$ cat src/rtl/halflife_pkg.sv
// Shared types and default timing constants for the half-life timer input conditioner.
package halflife_pkg;

  typedef enum logic [1:0] {
    ST_IDLE   = 2'd0,
    ST_DELAY  = 2'd1,
    ST_REPEAT = 2'd2
  } btn_state_e;

  localparam int DEF_DEBOUNCE     = 1000;
  localparam int DEF_REPEAT_DELAY = 50000;
  localparam int DEF_REPEAT_RATE  = 10000;
  localparam int DEF_CNT_W        = 16;

endpackage

$ cat src/rtl/halflife_btn_chan.sv
// One push-button channel: synchroniser, debouncer and edge/auto-repeat FSM.
// Emits a registered single-cycle pulse on each accepted press and repeat tick.
module halflife_btn_chan
  import halflife_pkg::*;
#(
  parameter int DEBOUNCE     = DEF_DEBOUNCE,
  parameter int REPEAT_DELAY = DEF_REPEAT_DELAY,
  parameter int REPEAT_RATE  = DEF_REPEAT_RATE,
  parameter int CNT_W        = DEF_CNT_W,
  parameter bit REPEAT_EN    = 1'b1
) (
  input  logic clk,
  input  logic reset,
  input  logic raw,
  output logic level,
  output logic pulse
);

  localparam logic [CNT_W-1:0] DEB_C  = CNT_W'(DEBOUNCE);
  localparam logic [CNT_W-1:0] DLY_C  = CNT_W'(REPEAT_DELAY);
  localparam logic [CNT_W-1:0] RATE_C = CNT_W'(REPEAT_RATE);
  localparam logic [CNT_W-1:0] ONE_C  = CNT_W'(1);

  logic             sync1_r;
  logic             sync2_r;
  logic [CNT_W-1:0] deb_cnt_r;
  logic [CNT_W-1:0] deb_cnt_s;
  logic             level_r;
  logic             level_s;
  btn_state_e       state_r;
  btn_state_e       state_s;
  logic [CNT_W-1:0] timer_r;
  logic [CNT_W-1:0] timer_s;
  logic             pulse_r;
  logic             pulse_s;

  // Two-flop synchroniser for the asynchronous pin.
  always_ff @(posedge clk or posedge reset) begin
    if (reset) begin
      sync1_r <= 1'b0;
      sync2_r <= 1'b0;
    end else begin
      sync1_r <= raw;
      sync2_r <= sync1_r;
    end
  end

  // Debounce next-state: the counter saturates at DEBOUNCE, so the level flips on the cycle after it gets there.
  always_comb begin
    deb_cnt_s = deb_cnt_r;
    level_s   = level_r;
    if (sync2_r == level_r) begin
      deb_cnt_s = '0;
    end else if (deb_cnt_r >= DEB_C) begin
      deb_cnt_s = '0;
      level_s   = ~level_r;
    end else begin
      deb_cnt_s = deb_cnt_r + ONE_C;
    end
  end

  // Debounce state registers.
  always_ff @(posedge clk or posedge reset) begin
    if (reset) begin
      deb_cnt_r <= '0;
      level_r   <= 1'b0;
    end else begin
      deb_cnt_r <= deb_cnt_s;
      level_r   <= level_s;
    end
  end

  // Edge/repeat FSM next-state; a fall always wins over a terminal timer tick.
  always_comb begin
    state_s = state_r;
    timer_s = timer_r;
    pulse_s = 1'b0;
    case (state_r)
      ST_IDLE: begin
        if (level_r) begin
          pulse_s = 1'b1;
          state_s = ST_DELAY;
          timer_s = REPEAT_EN ? DLY_C : '0;
        end else begin
          state_s = ST_IDLE;
          timer_s = '0;
        end
      end
      ST_DELAY, ST_REPEAT: begin
        if (!level_r) begin
          state_s = ST_IDLE;
          timer_s = '0;
        end else if (!REPEAT_EN) begin
          timer_s = '0;
        end else if (timer_r <= ONE_C) begin
          pulse_s = 1'b1;
          timer_s = RATE_C;
          state_s = ST_REPEAT;
        end else begin
          timer_s = timer_r - ONE_C;
        end
      end
      default: begin
        state_s = ST_IDLE;
        timer_s = '0;
      end
    endcase
  end

  // FSM, timer and pulse registers.
  always_ff @(posedge clk or posedge reset) begin
    if (reset) begin
      state_r <= ST_IDLE;
      timer_r <= '0;
      pulse_r <= 1'b0;
    end else begin
      state_r <= state_s;
      timer_r <= timer_s;
      pulse_r <= pulse_s;
    end
  end

  assign level = level_r;
  assign pulse = pulse_r;

endmodule

$ cat src/rtl/halflife_input_cond.sv
// Conditions the up/down/load buttons into clean command pulses for the half-life timer core,
// suppressing contradictory up+down commands and giving load priority.
module halflife_input_cond
  import halflife_pkg::*;
#(
  parameter int DEBOUNCE     = DEF_DEBOUNCE,
  parameter int REPEAT_DELAY = DEF_REPEAT_DELAY,
  parameter int REPEAT_RATE  = DEF_REPEAT_RATE,
  parameter int CNT_W        = DEF_CNT_W
) (
  input  logic clk,
  input  logic reset,
  input  logic up_raw,
  input  logic down_raw,
  input  logic load_raw,
  output logic up_pulse,
  output logic down_pulse,
  output logic load_pulse,
  output logic up_level,
  output logic down_level,
  output logic load_level
);

  logic up_lvl_s;
  logic up_pls_s;
  logic dn_lvl_s;
  logic dn_pls_s;
  logic ld_lvl_s;
  logic ld_pls_s;
  logic both_s;

  halflife_btn_chan #(
    .DEBOUNCE    (DEBOUNCE),
    .REPEAT_DELAY(REPEAT_DELAY),
    .REPEAT_RATE (REPEAT_RATE),
    .CNT_W       (CNT_W),
    .REPEAT_EN   (1'b1)
  ) u_up (
    .clk  (clk),
    .reset(reset),
    .raw  (up_raw),
    .level(up_lvl_s),
    .pulse(up_pls_s)
  );

  halflife_btn_chan #(
    .DEBOUNCE    (DEBOUNCE),
    .REPEAT_DELAY(REPEAT_DELAY),
    .REPEAT_RATE (REPEAT_RATE),
    .CNT_W       (CNT_W),
    .REPEAT_EN   (1'b1)
  ) u_down (
    .clk  (clk),
    .reset(reset),
    .raw  (down_raw),
    .level(dn_lvl_s),
    .pulse(dn_pls_s)
  );

  halflife_btn_chan #(
    .DEBOUNCE    (DEBOUNCE),
    .REPEAT_DELAY(REPEAT_DELAY),
    .REPEAT_RATE (REPEAT_RATE),
    .CNT_W       (CNT_W),
    .REPEAT_EN   (1'b0)
  ) u_load (
    .clk  (clk),
    .reset(reset),
    .raw  (load_raw),
    .level(ld_lvl_s),
    .pulse(ld_pls_s)
  );

  // Arbitration gates only flop outputs, so the command pulses stay glitch-free and aligned with the levels.
  always_comb begin
    both_s     = up_lvl_s & dn_lvl_s;
    load_pulse = ld_pls_s;
    up_pulse   = up_pls_s & ~both_s & ~ld_pls_s;
    down_pulse = dn_pls_s & ~both_s & ~ld_pls_s;
    up_level   = up_lvl_s;
    down_level = dn_lvl_s;
    load_level = ld_lvl_s;
  end

endmodule

$ cat config.mk
export PLATFORM = sky130hd
export DESIGN_NAME = halflife_input_cond
export DESIGN_NICKNAME = d
export VERILOG_FILES = /design/src/rtl/halflife_pkg.sv /design/src/rtl/halflife_btn_chan.sv /design/src/rtl/halflife_input_cond.sv
export SDC_FILE = /design/constraint.sdc
export NUM_CORES = 1
export LEC_CHECK = 0
export ABC_AREA = 1
export CORE_MARGIN = 1.5
export CORE_UTILIZATION = 27
export DETAILED_ROUTE_END_ITERATION = 8
export MAX_ROUTING_LAYER = met4
export PLACE_DENSITY = 0.45
export SLEW_MARGIN = 30
export SYNTH_ARGS = -nofsm -noshare
export SYNTH_HDL_FRONTEND = slang
export SYNTH_SLANG_ARGS = --single-unit
$ cat constraint.sdc
create_clock -name clk -period 3.8 [get_ports clk]
set_input_delay 0.95 -clock clk [delete_from_list [all_inputs] [get_ports clk]]
set_output_delay 0.95 -clock clk [all_outputs]
set_load 0.1 [all_outputs]
After elaboration in Yosys (flattened, before gate mapping)
Cells that the tools add are included.

Add/subtract/negate cells: 5. $lt $le $gt $ge: 5. Equality and inequality tests: 12. Mux-type cells: 35. Bitwise gates (word level): 13. Reductions and logical operators: 9.

Operators with widths (number): 16-bit 2-to-1 mux (12); 16-bit case mux with 2 select lines (2); 16-bit by 1-bit adder with 16-bit output, second input constant (3); 16-bit by 10-bit greater-or-equal comparator with 1-bit output, second input constant (3); 16-bit by 1-bit less-or-equal comparator with 1-bit output, second input constant (2); 16-bit by 1-bit subtractor with 16-bit output, second input constant (2); 2-bit case mux with 2 select lines (3); 1-bit 2-to-1 mux (11); 2-bit 2-to-1 mux (5); 1-bit inverter (8); 2-bit by 1-bit equality test with 1-bit output, second input constant (3); 2-bit equality test, second input constant (3); 2-bit zero test (3); 3-bit inequality test, second input constant (2); 2-bit AND reduction (3); 2-bit OR reduction (3); 1-bit AND (5); 1-bit case mux with 2 select lines (2); 1-bit equality test (3); 2-bit inequality test, second input constant (1).

Register bits: 98. Input port bits: 5. Output and inout bits: 6. Logic and storage cells: 99.

Longest topological paths before layout
Gate-level depths: netlist (run 1).

Word-level depth: 4. Gate-level depth with buffers: 10. Gate-level depth less buffers: 10.

Cells and area by module
A second synthesis (run 1) with hierarchy kept.

Cell total of the unflattened synthesis: 545. Area total of the unflattened synthesis: 4754.6 µm².

Modules (own cells, without submodules): halflife_btn_chan (u_up) (instances 1, cells an instance 230, area an instance 1964.4 µm², sequential area each 950.9 µm²); halflife_btn_chan (u_down) (instances 1, cells an instance 220, area an instance 1871.8 µm², sequential area each 950.9 µm²); halflife_btn_chan (u_load) (instances 1, cells an instance 88, area an instance 892.1 µm², sequential area each 525.5 µm²); halflife_input_cond (instances 1, cells an instance 7, area an instance 26.3 µm², sequential area each 0.0 µm²).

Worst setup path after synthesis (run 1)
No wires, ideal clock.

Kind: reg-to-output. Start: register u_down.level_r, in the netlist u_down.level. End: output down_pulse. Arrival: 2.319 ns. Data required time: 2.850 ns. Slack: 0.531 ns. Stages on the path, launching flop included: 4. Buffers on the path: 0. Path through: dfrtp_1 > inv_1 > o21bai_1 > nor2_1.

Cells in the longest elaborated chain, start to end: 4.

RTL lines: start: declaration (RTL line halflife_btn_chan.sv:28) `logic level_r;`; start signal: assignment (RTL line halflife_btn_chan.sv:69) `level_r <= level_s;`; 1-bit AND (RTL line halflife_input_cond.sv:76) `both_s = up_lvl_s & dn_lvl_s;`; 1-bit inverter (RTL line halflife_input_cond.sv:79) `down_pulse = dn_pls_s & ~both_s & ~ld_pls_s;`; 1-bit AND (2 in series) (RTL line halflife_input_cond.sv:79); end: declaration (RTL line halflife_input_cond.sv:17) `output logic down_pulse,`.

Every way passes these cells.

Final worst setup path (run 1)
Start: register u_load.level_r, in the netlist u_load.level. End: output load_level.

RTL lines: start: declaration (RTL line halflife_btn_chan.sv:28); start signal: assignment (RTL line halflife_btn_chan.sv:69); end: declaration (RTL line halflife_input_cond.sv:21) `output logic load_level`.

No word-level cell between the ends.

==> results of run 1 <==
## cell type report
cell class | count | share of cell area, %
timing repair buffer | 11 | 2.08
inverter | 74 | 5.34
multi-input combinational | 342 | 36.4
tap | 220 | 5.20
sequential | 97 | 45.8
clock inverter | 5 | 0.733
clock buffer | 11 | 4.40
## worst min-delay path by stage
stage | end | slack (ps) | startpoint | cells past startpoint
detailed placement | u_down.sync2_r$_DFF_PP0_ | 330 | u_down.sync1_r$_DFF_PP0_ | 0
finish | u_down.sync2_r$_DFF_PP0_ | 350 | u_down.sync1_r$_DFF_PP0_ | 0
global route | u_up.sync2_r$_DFF_PP0_ | 360 | u_up.sync1_r$_DFF_PP0_ | 0
floorplan | u_down.sync2_r$_DFF_PP0_ | 330 | u_down.sync1_r$_DFF_PP0_ | 0
CTS | u_down.sync2_r$_DFF_PP0_ | 350 | u_down.sync1_r$_DFF_PP0_ | 0
global placement | u_down.sync2_r$_DFF_PP0_ | 330 | u_down.sync1_r$_DFF_PP0_ | 0
## cells in the mapped netlist, types with 3 or more instances
cell type / n
ha_1: 14
nand2_1: 75
nand3_2: 5
dfrtp_1: 97
a211oi_1: 3
nor2_2: 13
nand2_2: 8
nor3_1: 11
xnor2_1: 7
a31oi_1: 4
nor2_1: 73
o21ai_0: 10
nor2_4: 7
nand3_1: 20
o21ai_1: 7
xor2_1: 13
nand2_4: 6
inv_2: 7
inv_1: 65
nor3b_1: 7
a21oi_1: 23
## kinds of logic after synthesis
logic type | after synthesis
AND/OR/NAND/NOR | 234
adder cells (fa/ha/maj) | 14
buffers and inverters | 75
XOR/XNOR | 20
other | 1
AO/OA/AOI/OAI | 56
flip-flops | 97
## layer usage
metal | routed length, um | global-route usage [%]
met5 | 0 | -
met4 | 174 | 4.35
met3 | 231 | 3.16
met2 | 3750 | 16.6
met1 | 4030 | 13.3
## state kept, by name, indices dropped and copies added, names as in the netlist, 2 cells and up
| signal | flops |
|---|---|
| u_load.deb_cnt_r | 16 |
| u_down.deb_cnt_r | 16 |
| u_down.timer_r | 16 |
| u_down.state_r | 2 |
| u_up.timer_r | 16 |
| u_up.state_r | 2 |
| u_up.deb_cnt_r | 16 |
## through the flow
stage          hold WS (ps)  util, %  area, um^2
6_report                345     31.9        5300
5_1_grt                 364     31.9        5300
4_1_cts                 347     31.9        5300
3_5_place_dp            335     30.3        5020
3_3_place_gp            334     30.3        5020
2_1_floorplan           331        -        4640
## power groups by stage
| stage | combinational (uW) | sequential [uW] | clock [uW] |
|---|---|---|---|
| finish | 1090 | 1280 | 850 |
| CTS | 1100 | 1280 | 898 |
| detailed placement | 1100 | 1300 | 0 |
| floorplan | 887 | 1290 | 0 |
| global route | 1240 | 1300 | 938 |
| global placement | 1090 | 1300 | 0 |
==> results.toml, run 1 <==
[run_status]
status = "complete, no violations"

[yosys]
seq_area_frac_synth_pct = 53.0
synth_area_leaders = "dfrtp_1 (53%), nand2_1 (6.2%), nor2_1 (6.0%)"
synth_xor_area_share_pct = 3.83
yosysWarnings = 0
netlist_area_um2 = 4580
synth_ff_type = "dfrtp_1"
syn_inst = 497
synth-seq-cells = 97
yosys.area_share.simple_pct = 25.7
synth_edf_count = 0
synth_top_area_share_pct = 53.0
synth_top_family_by_area = "simple AND/OR/NAND/NOR gates"
ys_types = 39
synth.area.mux_share_pct = 0
yosysTopAreaCell = "dfrtp_1"
syn_avg_cell_area_um2 = 9.21
synth_fa_ha_area_share_pct = 3.83
synth_compound_area_share_pct = 7.27
async_flop_share_pct = 100

[global_route]
grt_max_degree = 54
track_usage_pct = 10.8
grt_pass1_vias = 3196
grt_pass1_wl_um = 14800
gr-total-overflow = 0
antenna_found_initial = 0

[timing]
max_slew_margin_pct = 35.8
fin_tns_setup_ps = 0
final-setup-viol-count = 0
fin_crit_ps = 2840
fmax_ghz = 0.352
finalClockSkew_ps = 8.82
hold_viol_final = 0
post-route-period-util_pct = 74.8
rsz0062_at_grt = "false"
post-route-worst-setup-slack_ps = 959
slew_violations = 0
tightest_slew_ps = 961

[cells_and_area]
diodes = 0
fin_nets = 554
layout_commonest_cell = "dfrtp_1"
finalNonFillerCells = 760
layout-drive-gt1-share_pct = 13.9
nFillCells = 1766
area_growth_pct = 15.7
multi_input_area_um2 = 1930
final_cell_mix = "dfrtp_1 (97), nand2_1 (75), nor2_1 (73)"
register_area_um2 = 2430

[drt]
drtPass1Iterations = 4
vias = 3147
first_iter_violations = 110
ant_nets = 0
routed_wl_um = 8180
viasPerCell = 4.14
drt-wirelength-per-cell_um = 10.8
drc = 0

[pwr]
p_total_uw = 3220
pwr-share-comb_pct = 33.8
p_int_uw = 1990
seq_power_share_pct = 39.8
worst_ir_drop_vdd_mv = 0.244
power_density_nw_per_um2 = 608
clkPwrFrac_pct = 26.4
power.leakage_uw = 0.00247
switchingPower_uw = 1230
swShare_pct = 38.1

[clock_tree]
cts_made_buffers = 9
cts_hold_buf = 0
ctsLongestPathBuffers = 2
clock_latency_ps = 350
cts_root_buf = "clkbuf_16"
numClockSinks = 97
post_cts_buffers = 0
cts_max_level = 3
cts_tree = "yes"
post_cts_resized = 0
cts.clk_slew.worst_paths_ps = 70

[setup_path]
required_ps = 2850
crit_slowest_cell = "clkdlybuf4s50_1"
endpoint_kind = "output pin"
crit_path_end = "load_level"
cp_cell_sequence = "clkdlybuf4s50_1"
cp_max_fo = 4
cp_num_buf_inv = 1
critical_path_class = "reg2out"
r2r_end = "u_down.timer_r[14]$_DFF_PP0_"
cp_top_family = "buffers and inverters"
r2r_slack_ps = 2180
reg2reg_depth = 9
r2r-start = "u_down.timer_r[0]$_DFF_PP0_"
critPathLaunch = "u_load.level$_DFFE_PP0P_"
slowest_delay_ps = 1150
start_kind = "flop"
cp.depth = 1
cp.arrival_ps = 1890

[floorplan]
fp.dieH_um = 133
rows = 47
core-area_um2 = 16600
dieArea_um2 = 17700
start_util_pct = 27.6
dieWidth_um = 133
ios = 11

[placed_design]
place_inst = 744
dp_hpwl_um = 5770
numPortBuffers = 10
place_ws_ps = 1320
place_congestion = 0.773

[job]
cap_violations = 0

[min_path]
hold_class = "reg2reg"
Power figures use the tool's default switching activity.
==> run 2: changes to the inputs <==
Clock period 3.8 ns to 2.75 ns, I/O delays scaled along.
==> run 2 against run 1 <==
Core utilization is 0.17 points higher. Worst setup slack worse by 390 ps. Highest routed layer unchanged. First-iteration DRC count is 47% higher. Non-clock buffer count stayed put. Critical endpoint is now up_pulse. Register-to-register slack worse by 1100 ps. Flip-flop and latch count stayed put. Clock-buffer cell count is 1 lower. Routed wire length is 0.54% higher.
==> results.toml, run 2 (synthesis gave the netlist of run 1 again) <==
[run_status]
status = "complete, no violations"

[min_path]
whs_path_depth = 0
hold_class = "reg2reg"
min_to = "u_load.sync2_r$_DFF_PP0_"
min_from = "u_load.sync1_r$_DFF_PP0_"

[timing]
finalClockSkew_ps = 6.79
tightest_slew_ps = 580
fin_tns_setup_ps = 0
fmax_ghz = 0.459
hold_viol_final = 0
post-route-period-util_pct = 79.3
final-setup-viol-count = 0
max_slew_margin_pct = 61.2
slew_violations = 0
holdWs_ps = 349
rsz0062_at_grt = "false"
post-route-worst-setup-slack_ps = 570
fin_crit_ps = 2180

[drt]
drc = 0
first_iter_violations = 162
viasPerCell = 4.14
drtPass1Iterations = 4
ant_nets = 0
vias = 3143
drt-wirelength-per-cell_um = 10.8
routed_wl_um = 8230

[clock_tree]
post_cts_resized = 0
clock_latency_ps = 350
cts_made_buffers = 9
cts.clk_slew.worst_paths_ps = 70
cts_tree = "yes"
ctsLongestPathBuffers = 2
cts_max_level = 3
cts_root_buf = "clkbuf_16"
numClockSinks = 97
post_cts_buffers = 0
cts_hold_buf = 0

[cells_and_area]
area_growth_pct = 16.4
layout_commonest_cell = "dfrtp_1"
fin_nets = 554
final_area_um2 = 5320
layout-drive-gt1-share_pct = 14.4
multi_input_area_um2 = 1930
register_area_um2 = 2430
diodes = 0
utilization_pct = 32.1
final_cell_mix = "dfrtp_1 (97), nand2_1 (75), nor2_1 (73)"
nFillCells = 1737

[setup_path]
start_kind = "flop"
r2r_slack_ps = 1120
cp_max_fo = 4
r2r-start = "u_down.timer_r[0]$_DFF_PP0_"
critical_path_class = "reg2out"
endpoint_kind = "output pin"
r2r_end = "u_down.timer_r[10]$_DFF_PP0_"
cp.arrival_ps = 1490
reg2reg_depth = 9
required_ps = 2060

[global_route]
track_usage_pct = 10.6
grt_max_degree = 98
gr-total-overflow = 0
grt_pass1_wl_um = 14500
grt_pass1_vias = 3139
antenna_found_initial = 0

[placed_design]
dp_hpwl_um = 5810
numPortBuffers = 10
place_ws_ps = 951
placed_area_um2 = 5020
place_congestion = 0.759

[job]
cap_violations = 0

[floorplan]
rows = 47
ios = 11
fp.dieH_um = 133
dieWidth_um = 133
dieArea_um2 = 17700
start_util_pct = 27.6
core-area_um2 = 16600

[pwr]
power.leakage_uw = 0.00249
worst_ir_drop_vdd_mv = 0.331
power_density_nw_per_um2 = 857
==> run 2: changes by cell type in the layout (fill, tap and decap cells not counted), sizes merged <==
cell,delta
clkdlybuf4s50,-2
clkbuf,-1
bufinv,+1
clkinvlp,+1
buf,+2
clkinv,-1
==> run 2: final cells by class <==
class	count	area share [%]
well taps	220	5.17
multi-input cells	342	36.2
repair buffers	11	1.97
inverters	74	5.33
flip-flops and latches	97	45.6
clock inverters	6	1.41
clock buffers	10	4.30
==> run 2: stage by stage <==
step / power (uW) / instances
5_1_grt: 4910 / 760
6_report: 4560 / 760
2_1_floorplan: 3010 / 514
3_5_place_dp: 3310 / 744
4_1_cts: 4640 / 760
3_3_place_gp: 3300 / 744
==> run 2: worst max path at each step <==
| stage | slack [ps] | depth (start not counted) | end | startpoint |
|---|---|---|---|---|
| finish | 570 | 4 | up_pulse | u_down.level$_DFFE_PP0P_ |
| global placement | 970 | 4 | up_pulse | u_down.level$_DFFE_PP0P_ |
| detailed placement | 950 | 4 | up_pulse | u_down.level$_DFFE_PP0P_ |
| CTS | 550 | 4 | up_pulse | u_down.level$_DFFE_PP0P_ |
| floorplan | -260 | 3 | down_pulse | u_down.level$_DFFE_PP0P_ |
| global route | 500 | 4 | up_pulse | u_down.level$_DFFE_PP0P_ |
==> run 2: worst max-delay path, cell delays in order (launching register included) <==
cell and delay [ps]:
dfrtp_1 400, inv_1 100, o21bai_1 320, nor2_1 80, buf_4 240
==> run 2: routing by layer <==
| layer | share of wire, % | wire length, um | GRT usage (%) |
|---|---|---|---|
| met1 | 48 | 3980 | 12.8 |
| met2 | 46 | 3800 | 16.6 |
| met3 | 3.7 | 301 | 3.20 |
| met4 | 1.8 | 145 | 4.53 |
| met5 | 0 | 0 | - |
==> run 2: report_power, final <==
| part | switching, uW | internal, uW |
|---|---|---|
| Combinational | 980 | 512 |
| Sequential | 158 | 1620 |
| Clock | 577 | 720 |
